===== src/rtl/cfu_pkg.sv =====
// Shared constants for the requantize/output-packer CFU pair: opcodes,
// packer FSM states and the int8 activation range.
package cfu_pkg;

  localparam logic [6:0] OP_CLEAR  = 7'd0;
  localparam logic [6:0] OP_POP    = 7'd1;
  localparam logic [6:0] OP_FLUSH  = 7'd2;
  localparam logic [6:0] OP_STATUS = 7'd3;

  localparam logic signed [7:0] ACT_MIN = -8'sd128;
  localparam logic signed [7:0] ACT_MAX = 8'sd127;

  typedef enum logic [1:0] {
    ST_IDLE       = 2'd0,
    ST_POP_WAIT   = 2'd1,
    ST_FLUSH_WAIT = 2'd2,
    ST_RESP       = 2'd3
  } state_e;

  // Lanes at index >= lanes are overwritten with the pad byte.
  function automatic logic [31:0] pad_upper_lanes(input logic [31:0] part,
                                                  input logic [1:0]  lanes,
                                                  input logic [7:0]  pad);
    logic [31:0] w;
    w = part;
    for (int unsigned i = 0; i < 4; i++) begin
      if (i >= 32'(lanes)) w[8*i +: 8] = pad;
    end
    return w;
  endfunction

endpackage


===== src/rtl/cfu_word_fifo.sv =====
// Circular 32-bit word FIFO with synchronous clear and same-cycle push+pop.
module cfu_word_fifo #(
  parameter int unsigned FIFO_DEPTH = 8,
  parameter int unsigned ADDR_W     = 3
) (
  input  logic              clk_i,
  input  logic              rst_ni,
  input  logic              clr_i,
  input  logic              push_i,
  input  logic [31:0]       wdata_i,
  input  logic              pop_i,
  output logic [31:0]       rdata_o,
  output logic              full_o,
  output logic              empty_o,
  output logic [ADDR_W:0]   count_o
);

  localparam logic [ADDR_W-1:0] PTR_ONE = {{(ADDR_W-1){1'b0}}, 1'b1};
  localparam logic [ADDR_W:0]   CNT_ONE = {{ADDR_W{1'b0}}, 1'b1};
  localparam logic [ADDR_W:0]   CNT_MAX = (ADDR_W+1)'(FIFO_DEPTH);

  logic [31:0]       mem_q [FIFO_DEPTH];
  logic [ADDR_W-1:0] wptr_q, wptr_d;
  logic [ADDR_W-1:0] rptr_q, rptr_d;
  logic [ADDR_W:0]   count_q, count_d;

  assign rdata_o = mem_q[rptr_q];
  assign full_o  = (count_q == CNT_MAX);
  assign empty_o = (count_q == '0);
  assign count_o = count_q;

  always_comb begin
    wptr_d  = wptr_q;
    rptr_d  = rptr_q;
    count_d = count_q;
    if (clr_i) begin
      wptr_d  = '0;
      rptr_d  = '0;
      count_d = '0;
    end else begin
      if (push_i) wptr_d = wptr_q + PTR_ONE;
      if (pop_i)  rptr_d = rptr_q + PTR_ONE;
      case ({push_i, pop_i})
        2'b10:   count_d = count_q + CNT_ONE;
        2'b01:   count_d = count_q - CNT_ONE;
        default: count_d = count_q;
      endcase
    end
  end

  // When full, push and pop share a slot: the head is read before the edge overwrites it.
  always_ff @(posedge clk_i) begin
    if (push_i && !clr_i) mem_q[wptr_q] <= wdata_i;
  end

  always_ff @(posedge clk_i or negedge rst_ni) begin
    if (!rst_ni) begin
      wptr_q  <= '0;
      rptr_q  <= '0;
      count_q <= '0;
    end else begin
      wptr_q  <= wptr_d;
      rptr_q  <= rptr_d;
      count_q <= count_d;
    end
  end

endmodule


===== src/rtl/cfu_out_packer.sv =====
// Packs requantized int8 activations four-per-word (little-endian) into a word
// FIFO that the CPU drains through CFU CLEAR/POP/FLUSH/STATUS commands.
module cfu_out_packer
  import cfu_pkg::*;
#(
  parameter int unsigned FIFO_DEPTH = 8,
  parameter int unsigned ADDR_W     = 3
) (
  input  logic        clk,
  input  logic        reset,
  input  logic        in_valid,
  output logic        in_ready,
  input  logic [7:0]  in_data,
  input  logic        cmd_valid,
  output logic        cmd_ready,
  input  logic [9:0]  cmd_payload_function_id,
  input  logic [31:0] cmd_payload_inputs_0,
  input  logic [31:0] cmd_payload_inputs_1,
  output logic        rsp_valid,
  input  logic        rsp_ready,
  output logic [31:0] rsp_payload_outputs_0
);

  state_e      state_q, state_d;
  logic [1:0]  lane_q, lane_d;
  logic [31:0] partial_q, partial_d;
  logic [7:0]  pad_q, pad_d;
  logic        rsp_valid_q, rsp_valid_d;
  logic [31:0] rsp_data_q, rsp_data_d;

  logic            fifo_push, fifo_pop, fifo_clr;
  logic [31:0]     fifo_wdata, fifo_rdata;
  logic            fifo_full, fifo_empty;
  logic [ADDR_W:0] fifo_count;

  logic        cmd_fire, in_fire, cmd_blocks_in;
  logic [6:0]  opcode;
  logic [7:0]  pad_in;
  logic [31:0] status_word;
  logic        unused_cmd_bits;

  assign opcode    = cmd_payload_function_id[9:3];
  assign pad_in    = cmd_payload_inputs_0[7:0];
  assign cmd_ready = (state_q == ST_IDLE);
  assign cmd_fire  = cmd_valid && cmd_ready;

  assign unused_cmd_bits = ^{cmd_payload_inputs_1, cmd_payload_inputs_0[31:8],
                             cmd_payload_function_id[2:0]};

  assign fifo_pop = !fifo_empty &&
                    ((cmd_fire && (opcode == OP_POP)) || (state_q == ST_POP_WAIT));

  // A 4th byte into a full FIFO is only safe when a pop frees the slot on the same edge.
  assign cmd_blocks_in = cmd_fire && ((opcode == OP_CLEAR) || (opcode == OP_FLUSH));
  assign in_ready = (state_q != ST_FLUSH_WAIT) && !cmd_blocks_in &&
                    !((lane_q == 2'd3) && fifo_full && !fifo_pop);
  assign in_fire  = in_valid && in_ready;

  assign status_word = {16'd0, 6'd0, lane_q, {(8-ADDR_W-1){1'b0}}, fifo_count};

  assign rsp_valid             = rsp_valid_q;
  assign rsp_payload_outputs_0 = rsp_data_q;

  always_comb begin
    state_d     = state_q;
    lane_d      = lane_q;
    partial_d   = partial_q;
    pad_d       = pad_q;
    rsp_valid_d = rsp_valid_q;
    rsp_data_d  = rsp_data_q;
    fifo_push   = 1'b0;
    fifo_clr    = 1'b0;
    fifo_wdata  = '0;

    if (in_fire) begin
      if (lane_q == 2'd3) begin
        fifo_push  = 1'b1;
        fifo_wdata = {in_data, partial_q[23:0]};
        lane_d     = '0;
        partial_d  = '0;
      end else begin
        lane_d = lane_q + 2'd1;
        case (lane_q)
          2'd0:    partial_d[7:0]   = in_data;
          2'd1:    partial_d[15:8]  = in_data;
          default: partial_d[23:16] = in_data;
        endcase
      end
    end

    case (state_q)
      ST_IDLE: begin
        if (cmd_fire) begin
          state_d     = ST_RESP;
          rsp_valid_d = 1'b1;
          rsp_data_d  = '0;
          case (opcode)
            OP_CLEAR: begin
              fifo_clr  = 1'b1;
              lane_d    = '0;
              partial_d = '0;
            end
            OP_POP: begin
              if (!fifo_empty) begin
                rsp_data_d = fifo_rdata;
              end else begin
                state_d     = ST_POP_WAIT;
                rsp_valid_d = 1'b0;
              end
            end
            OP_FLUSH: begin
              if (lane_q != 2'd0) begin
                if (!fifo_full) begin
                  fifo_push  = 1'b1;
                  fifo_wdata = pad_upper_lanes(partial_q, lane_q, pad_in);
                  lane_d     = '0;
                  partial_d  = '0;
                  rsp_data_d = {30'd0, lane_q};
                end else begin
                  pad_d       = pad_in;
                  state_d     = ST_FLUSH_WAIT;
                  rsp_valid_d = 1'b0;
                end
              end
            end
            OP_STATUS: rsp_data_d = status_word;
            default:   rsp_data_d = '0;
          endcase
        end
      end
      ST_POP_WAIT: begin
        if (!fifo_empty) begin
          rsp_data_d  = fifo_rdata;
          rsp_valid_d = 1'b1;
          state_d     = ST_RESP;
        end
      end
      ST_FLUSH_WAIT: begin
        if (!fifo_full) begin
          fifo_push   = 1'b1;
          fifo_wdata  = pad_upper_lanes(partial_q, lane_q, pad_q);
          lane_d      = '0;
          partial_d   = '0;
          rsp_data_d  = {30'd0, lane_q};
          rsp_valid_d = 1'b1;
          state_d     = ST_RESP;
        end
      end
      ST_RESP: begin
        if (rsp_ready) begin
          rsp_valid_d = 1'b0;
          state_d     = ST_IDLE;
        end
      end
      default: state_d = ST_IDLE;
    endcase
  end

  always_ff @(posedge clk or negedge reset) begin
    if (!reset) begin
      state_q     <= ST_IDLE;
      lane_q      <= '0;
      partial_q   <= '0;
      pad_q       <= '0;
      rsp_valid_q <= 1'b0;
      rsp_data_q  <= '0;
    end else begin
      state_q     <= state_d;
      lane_q      <= lane_d;
      partial_q   <= partial_d;
      pad_q       <= pad_d;
      rsp_valid_q <= rsp_valid_d;
      rsp_data_q  <= rsp_data_d;
    end
  end

  cfu_word_fifo #(
    .FIFO_DEPTH (FIFO_DEPTH),
    .ADDR_W     (ADDR_W)
  ) u_fifo (
    .clk_i   (clk),
    .rst_ni  (reset),
    .clr_i   (fifo_clr),
    .push_i  (fifo_push),
    .wdata_i (fifo_wdata),
    .pop_i   (fifo_pop),
    .rdata_o (fifo_rdata),
    .full_o  (fifo_full),
    .empty_o (fifo_empty),
    .count_o (fifo_count)
  );

endmodule


===== config.mk =====
export PLATFORM = sky130hd
export DESIGN_NAME = cfu_out_packer
export DESIGN_NICKNAME = d
export VERILOG_FILES = /design/src/rtl/cfu_pkg.sv /design/src/rtl/cfu_word_fifo.sv /design/src/rtl/cfu_out_packer.sv
export SDC_FILE = /design/constraint.sdc
export NUM_CORES = 1
export LEC_CHECK = 0
export CAP_MARGIN = 20
export CORE_UTILIZATION = 40
export CTS_BUF_LIST = sky130_fd_sc_hd__clkbuf_4
export DETAILED_ROUTE_END_ITERATION = 12
export PLACE_DENSITY = 0.56
export RECOVER_POWER = 50
export SETUP_SLACK_MARGIN = 0.1
export SLEW_MARGIN = 25
export SYNTH_ARGS = -nofsm -noshare
export SYNTH_HDL_FRONTEND = slang
export SYNTH_SLANG_ARGS = --single-unit

===== constraint.sdc =====
create_clock -name clk -period 10.7 [get_ports clk]
set_input_delay 2.14 -clock clk [delete_from_list [all_inputs] [get_ports clk]]
set_output_delay 2.14 -clock clk [all_outputs]
set_load 0.005 [all_outputs]

# Word level (Yosys, flattened, before mapping)

Memories as Yosys holds them, arrays and structs flattened.
Cells that the tools add are included.

Add/sub/neg operators: 5
Multipliers: 0
Div/mod/pow operators: 0
Magnitude comparators: 3
Eq/ne operators: 16
Shifts and indexed selects: 0
Multiplexer cells: 76
Bitwise logic cells: 0
Reduce and logical (&&, ||, !) cells: 30

Operator list:

| kind                  | count |
|---|---|
| $mux W32              | 15 |
| $pmux W32 S2          | 3 |
| $pmux W32 S3          | 2 |
| $mux W8               | 10 |
| $mux W2               | 12 |
| $mux W24              | 1 |
| $mux W1               | 20 |
| $eq A7 B2 Y1 const B  | 2 |
| $mux W3               | 4 |
| $pmux W2 S2           | 3 |
| $logic_and A1 B1 Y1   | 10 |
| $eq A2 B2 Y1 const B  | 4 |
| $ne A2 B2 Y1 const B  | 4 |
| $pmux W2 S4           | 1 |
| $pmux W4 S2           | 1 |
| $reduce_and A4 Y1     | 2 |
| $eq A7 B1 Y1 const B  | 1 |
| $logic_not A7 Y1      | 1 |
| $add A3 B1 Y3 const B | 2 |
| $eq A2 B1 Y1 const B  | 3 |
| $reduce_bool A2 Y1    | 3 |
| $reduce_bool A3 Y1    | 2 |
| $logic_not A1 Y1      | 5 |
| $reduce_and A5 Y1     | 1 |
| other kinds (14)      | 18 |

Register bits after elaboration: 87
Bits in latches: 0
Memory bits (writable): 256
ROM bits: 0
Input port bits: 87
Output and inout port bits: 35
Logic and storage cells: 140
Memories kept: 1

Memories:

| name         | depth | bits a word | read ports | clocked after Yosys merged registers in | wr ports | RTL line            | source |
|---|---|---|---|---|---|---|---|
| u_fifo.mem_q | 8     | 32          | 1          | 0                                       | 1        | cfu_word_fifo.sv:22 | `logic [31:0] mem_q [FIFO_DEPTH];` |

# Depth between registers and ports, before layout

Depth after elaboration: 19
Mapped depth: 15
Mapped depth without buffers: 13

# Modules after synthesis

Synthesis repeated with hierarchy kept, for this count alone.

Cell total of the unflattened synthesis: 898
Area, all modules: 14617.8 sq um

By module, submodules not included:

| module         | instances | cells each | area an instance (sq um) | sequential area each (sq um) |
|---|---|---|---|---|
| cfu_word_fifo  | 1         | 447        | 10395.0                  | 7937.6 |
| cfu_out_packer | 1         | 451        | 4222.8                   | 1726.7 |

# Worst setup path before layout

OpenSTA, ideal clock, no wires.

Kind: input port to flip-flop
From: input port cmd_payload_function_id[5]
To: memory u_fifo.mem_q[0][0], enable pin
Library setup time: 461 ps
Arrival: 6241 ps
Data required time: 10239 ps
Slack: 3998 ps
Stages on the path: 7
Path buffers: 1
Cell sequence: or4_4 > or3_1 > buf_2 > a211oi_4 > nor2_4 > or3_4 > nor3_1

Word-level cells in the longest chain between the ends: 18
Elaborated cells on any way between the ends: 28
Classes of those cells: eq/ne (2); mux (11); reduce/logical (15)

RTL lines:

| element                         | RTL line                                     | source |
|---|---|---|
| start, declared                 | cfu_out_packer.sv:16                         | `input logic [9:0] cmd_payload_function_id,` |
| $eq A7 B1 Y1                    | cfu_out_packer.sv:51                         | `((cmd_fire && (opcode == OP_POP)) \|\| (state_q == ST_POP_WAIT));` |
| $logic_and A1 B1 Y1             | cfu_out_packer.sv:51                         |  |
| $logic_or A1 B1 Y1              | cfu_out_packer.sv:51                         |  |
| $logic_and A1 B1 Y1             | cfu_out_packer.sv:50                         | `assign fifo_pop = !fifo_empty &&` |
| $logic_not A1 Y1                | cfu_out_packer.sv:56                         | `!((lane_q == 2'd3) && fifo_full && !fifo_pop);` |
| $logic_and A1 B1 Y1             | cfu_out_packer.sv:56                         |  |
| $logic_not A1 Y1                | cfu_out_packer.sv:56                         |  |
| $logic_and A1 B1 Y1             | cfu_out_packer.sv:55                         | `assign in_ready = (state_q != ST_FLUSH_WAIT) && !cmd_blocks_in &&` |
| [... 2 more ...]                | --                                           |  |
| $mux W1                         | cfu_out_packer.sv:113, cfu_out_packer.sv:139 |  |
| $mux W1                         | cfu_out_packer.sv:112                        | `if (lane_q != 2'd0) begin` |
| $mux W1                         | cfu_out_packer.sv:97                         | `case (opcode)` |
| $mux W1                         | cfu_out_packer.sv:93                         | `if (cmd_fire) begin` |
| $pmux W1 S2                     | cfu_out_packer.sv:91                         | `case (state_q)` |
| $logic_and A1 B1 Y1 *           | cfu_word_fifo.sv:53                          | `if (push_i && !clr_i) mem_q[wptr_q] <= wdata_i;` |
| $mux W1 *                       | cfu_word_fifo.sv:53                          |  |
| $mux W1 (implied by the code) * | cfu_word_fifo.sv:53                          |  |
| end, declared                   | cfu_word_fifo.sv:22                          |  |

Mark *: on every way between the ends. The rest lies on a longest branch, timed or not.

# Worst setup path after layout

From: input port cmd_payload_function_id[3]
To: output port in_ready

Word-level cells in the longest chain between the ends: 8
Elaborated cells on any way between the ends: 14
Classes of those cells: eq/ne (2); reduce/logical (12)

RTL lines:

| element               | RTL line             | source |
|---|---|---|
| $eq A7 B1 Y1          | cfu_out_packer.sv:51 |  |
| $logic_and A1 B1 Y1   | cfu_out_packer.sv:51 |  |
| $logic_or A1 B1 Y1    | cfu_out_packer.sv:51 |  |
| $logic_and A1 B1 Y1   | cfu_out_packer.sv:50 |  |
| $logic_not A1 Y1      | cfu_out_packer.sv:56 |  |
| $logic_and A1 B1 Y1   | cfu_out_packer.sv:56 |  |
| $logic_not A1 Y1      | cfu_out_packer.sv:56 |  |
| $logic_and A1 B1 Y1 * | cfu_out_packer.sv:55 |  |
| end, declared         | cfu_out_packer.sv:12 | `output logic in_ready,` |

Marked as above.

==> impl_results.md <==
* TritonCTS buffer count at 89
* Worst setup SP type: input pin
* Pin count of the biggest net entering global routing at 54
* DR vias at 8176
* WL final at 33.4 mm
* DP HPWL at 19.5 mm
* Violated checks: capacitance limit, slew limit
* Status: complete, but fails checks
* Dpl cells at 1350
* Post-CTS Resized at 0
* Vias per cell at 5.41
* Crit path kind: in2out
* Share of cells above drive strength 1 at 0.238
* Post-route cell area at 16200 sq um
* Hold crit path type: reg2reg
* # setup viols final at 0
* Global-route wire length before repair at 51.3 mm
* Overflow after GRT at 0
* Pin slew with the least headroom to its limit at 3.15 ns
* Post-synth top area share at 0.551
* Critical Path RT at 8.56 ns
* Top post-synthesis cells by area: edfxtp_1 (55%), dfrtp_1 (14%), mux4_2 (10%)
* Syn_area_per_cell at 16.2 sq um
* Post-DRT Antenna Nets at 0
* H-tree depth at 3
* Cell Pwr Density at 267 nW/um^2
* Pleak at 5.94 nW
* R2R depth at 8
* Global Route met2 Usage at 0.300
* Starting density of the core at 0.405
* Worst skew pair latency at 0.75 ns
* Worst path arrival time at 4.75 ns
* Final nets at 1083
* DR pass1 iterations at 4
* Clock slew at reported path FFs at 0.06 ns
* Setup Skew at 0.0425 ns
* Met1 Use GR at 0.268
* Area Growth Syn to Fin at 16.4%
* CTS tree: built
* Die area at 35600 sq um
* Worst Setup End Kind: output pin
* Final min period at 6.89 ns
* Critical Path Fanout Max at 11
* Maxcap violations at 4
* Relative slew slack at -1.10
* Final period util at 0.644
* Post-synth top area cell: edfxtp_1
* Post-synth EDFFs at 256
* Die height at 189 um
* Max frequency at 0.145 GHz
* Post-CTS setup buffers at 0
* Post-route setup TNS at 0 ns
* Most frequent cells in the layout: edfxtp_1 (256), clkbuf_4 (142), dfrtp_1 (76), nand2_1 (71), mux4_2 (64)
* Area of the core at 34500 sq um
* Seq/Total Area, Yosys at 0.693
* Number of port buffers at 62
* Hold Vio Cnt, Final at 0
* DRC at 0
* Post-synthesis cell type count at 60
* Boundary pin count at 122
* Async S/R FF share, synth at 0.236
* Clock root cell: clkbuf_4
* Final core utilization at 0.471
* Number of synthesized register bits at 335
* Die W at 189 um
* RSZ-0062 raised after global routing: false
* GRT Overall Usage at 0.195
* Sink Count at 335
* CTS Hold Bufs at 0
* Initial antenna violation count at 1
* Main synth FF type: edfxtp_1
* Mapped cell area at 14000 sq um
* Via count of the first global-routing pass at 8543
* Worst VDD drop at 0.196 mV
* GP Congestion at 0.814
* Rows at 68
* Layout Cells excl Fill at 1511
* Grt met3 use at 0.0387
* Worst hold stages at 2
* Post-synthesis cell count at 863
* DR WL/cell at 22.1 um
* Post-DP Area at 15200 sq um
* Clock tree buffer depth at 3
* Total power at 4.33 mW
* Commonest non-fill, non-tap cell in the layout: edfxtp_1
* Initial DRC count at 611
* Syn. warnings at 0
* Synthesized Nets at 960
* Grt peak-use layer: met2
* Pins over their slew limit at 119
==> state kept, by name, summed over array words and instances, names as in the netlist <==
signal                 count
state_q                    2
rsp_payload_outputs_0     32
u_fifo.count_o             4
u_fifo.mem_q             256
u_fifo.wptr_q              3
pad_q                      8
partial_q                 24
u_fifo.rptr_q              3
lane_q                     2
rsp_valid                  1
==> where the power goes <==
part | switching, mW | internal, mW | leakage (nW) | total (mW)
registers | 0.183 | 1.70 | 3.41 | 1.88
logic | 0.752 | 0.585 | 1.84 | 1.34
clock network | 0.510 | 0.598 | 0.692 | 1.11
total | 1.44 | 2.88 | 5.94 | 4.33
==> cell type report <==
cell class                 count  area (sq um)
fill                        3073         18200
sequential                   335          9670
multi-input combinational    466          4070
clock buffer                 142          1070
timing repair buffer          82           749
tap                          455           569
clock inverter                18          70.1
inverter                      12          45.0
antenna                        1          2.50
==> cells by family (layout without fill, tap and decap cells) <==
family,after synthesis,in the layout,synth area share
flops,335,335,0.693
simple gates,182,182,0.0646
compound gates,142,142,0.0639
mux,126,126,0.149
buf+inv,62,254,0.0176
fa+ha+maj,10,10,0.00897
xor+xnor,6,6,0.00377
other cells,0,1,0
==> per-stage QoR <==
stage                     hold slack (ns)  worst slack [ns]
after detailed placement            0.470              3.90
after CTS                           0.483              3.89
after global placement              0.463              3.91
after global routing                0.495              3.68
final                               0.471              3.81
after floorplan                     0.473              4.00
==> final timing paths <==
| kind | start | slack (ns) | endpoint |
|---|---|---|---|
| setup / recovery | cmd_payload_function_id[3] | 3.81 | in_ready |
| hold / removal | rsp_payload_outputs_0[14]$_DFFE_PN0P_ | 0.47 | rsp_payload_outputs_0[14]$_DFFE_PN0P_ |
| setup reg to reg | state_q[0]$_DFFE_PN0P_ | 5.78 | rsp_payload_outputs_0[6]$_DFFE_PN0P_ |
| hold reg to reg | rsp_payload_outputs_0[14]$_DFFE_PN0P_ | 0.47 | rsp_payload_outputs_0[14]$_DFFE_PN0P_ |
| max in group asynchronous | reset | 4.69 | u_fifo.rptr_q[0]$_DFFE_PN0P_ |
| min in group asynchronous | reset | 1.86 | rsp_payload_outputs_0[10]$_DFFE_PN0P_ |
==> synth_stat cells (all sizes together) (2+ instances only) <==
| master | n |
|---|---|
| edfxtp | 256 |
| dfrtp | 79 |
| nand2 | 71 |
| mux4 | 64 |
| o21ai | 57 |
| mux2i | 53 |
| nor2 | 42 |
| clkbuf | 32 |
| a21oi | 28 |
| buf | 18 |
| o22ai | 14 |
| a22oi | 13 |
| inv | 12 |
| nor3 | 11 |
| ha | 10 |
| mux2 | 9 |
| nand3 | 9 |
| nand3b | 8 |
| nor3b | 8 |
| a32o | 7 |
| nand2b | 5 |
| nor4 | 5 |
| or3 | 5 |
| a21o | 4 |
| a211oi | 3 |
| a2bb2oi | 3 |
| nor2b | 3 |
| o21a | 3 |
| or2 | 3 |
| or3b | 3 |
| xnor2 | 3 |
| xor2 | 3 |
| a211o | 2 |
| a31o | 2 |
| nor4b | 2 |
| o31ai | 2 |
| or4 | 2 |
==> critical path, cell delays in order <==
cell             delay, ns
dlygate4sd3_1         0.77
or3b_2                0.50
or3_1                 0.41
a21oi_1               0.35
clkdlybuf4s50_1       0.58
==> per-layer routing <==
layer	wire, um	vias up
met3	1590	50
met1	15300	4204
met5	0	-
met4	939	0
met2	15600	239
li1	-	3683
Power figures use the tool's default switching activity.
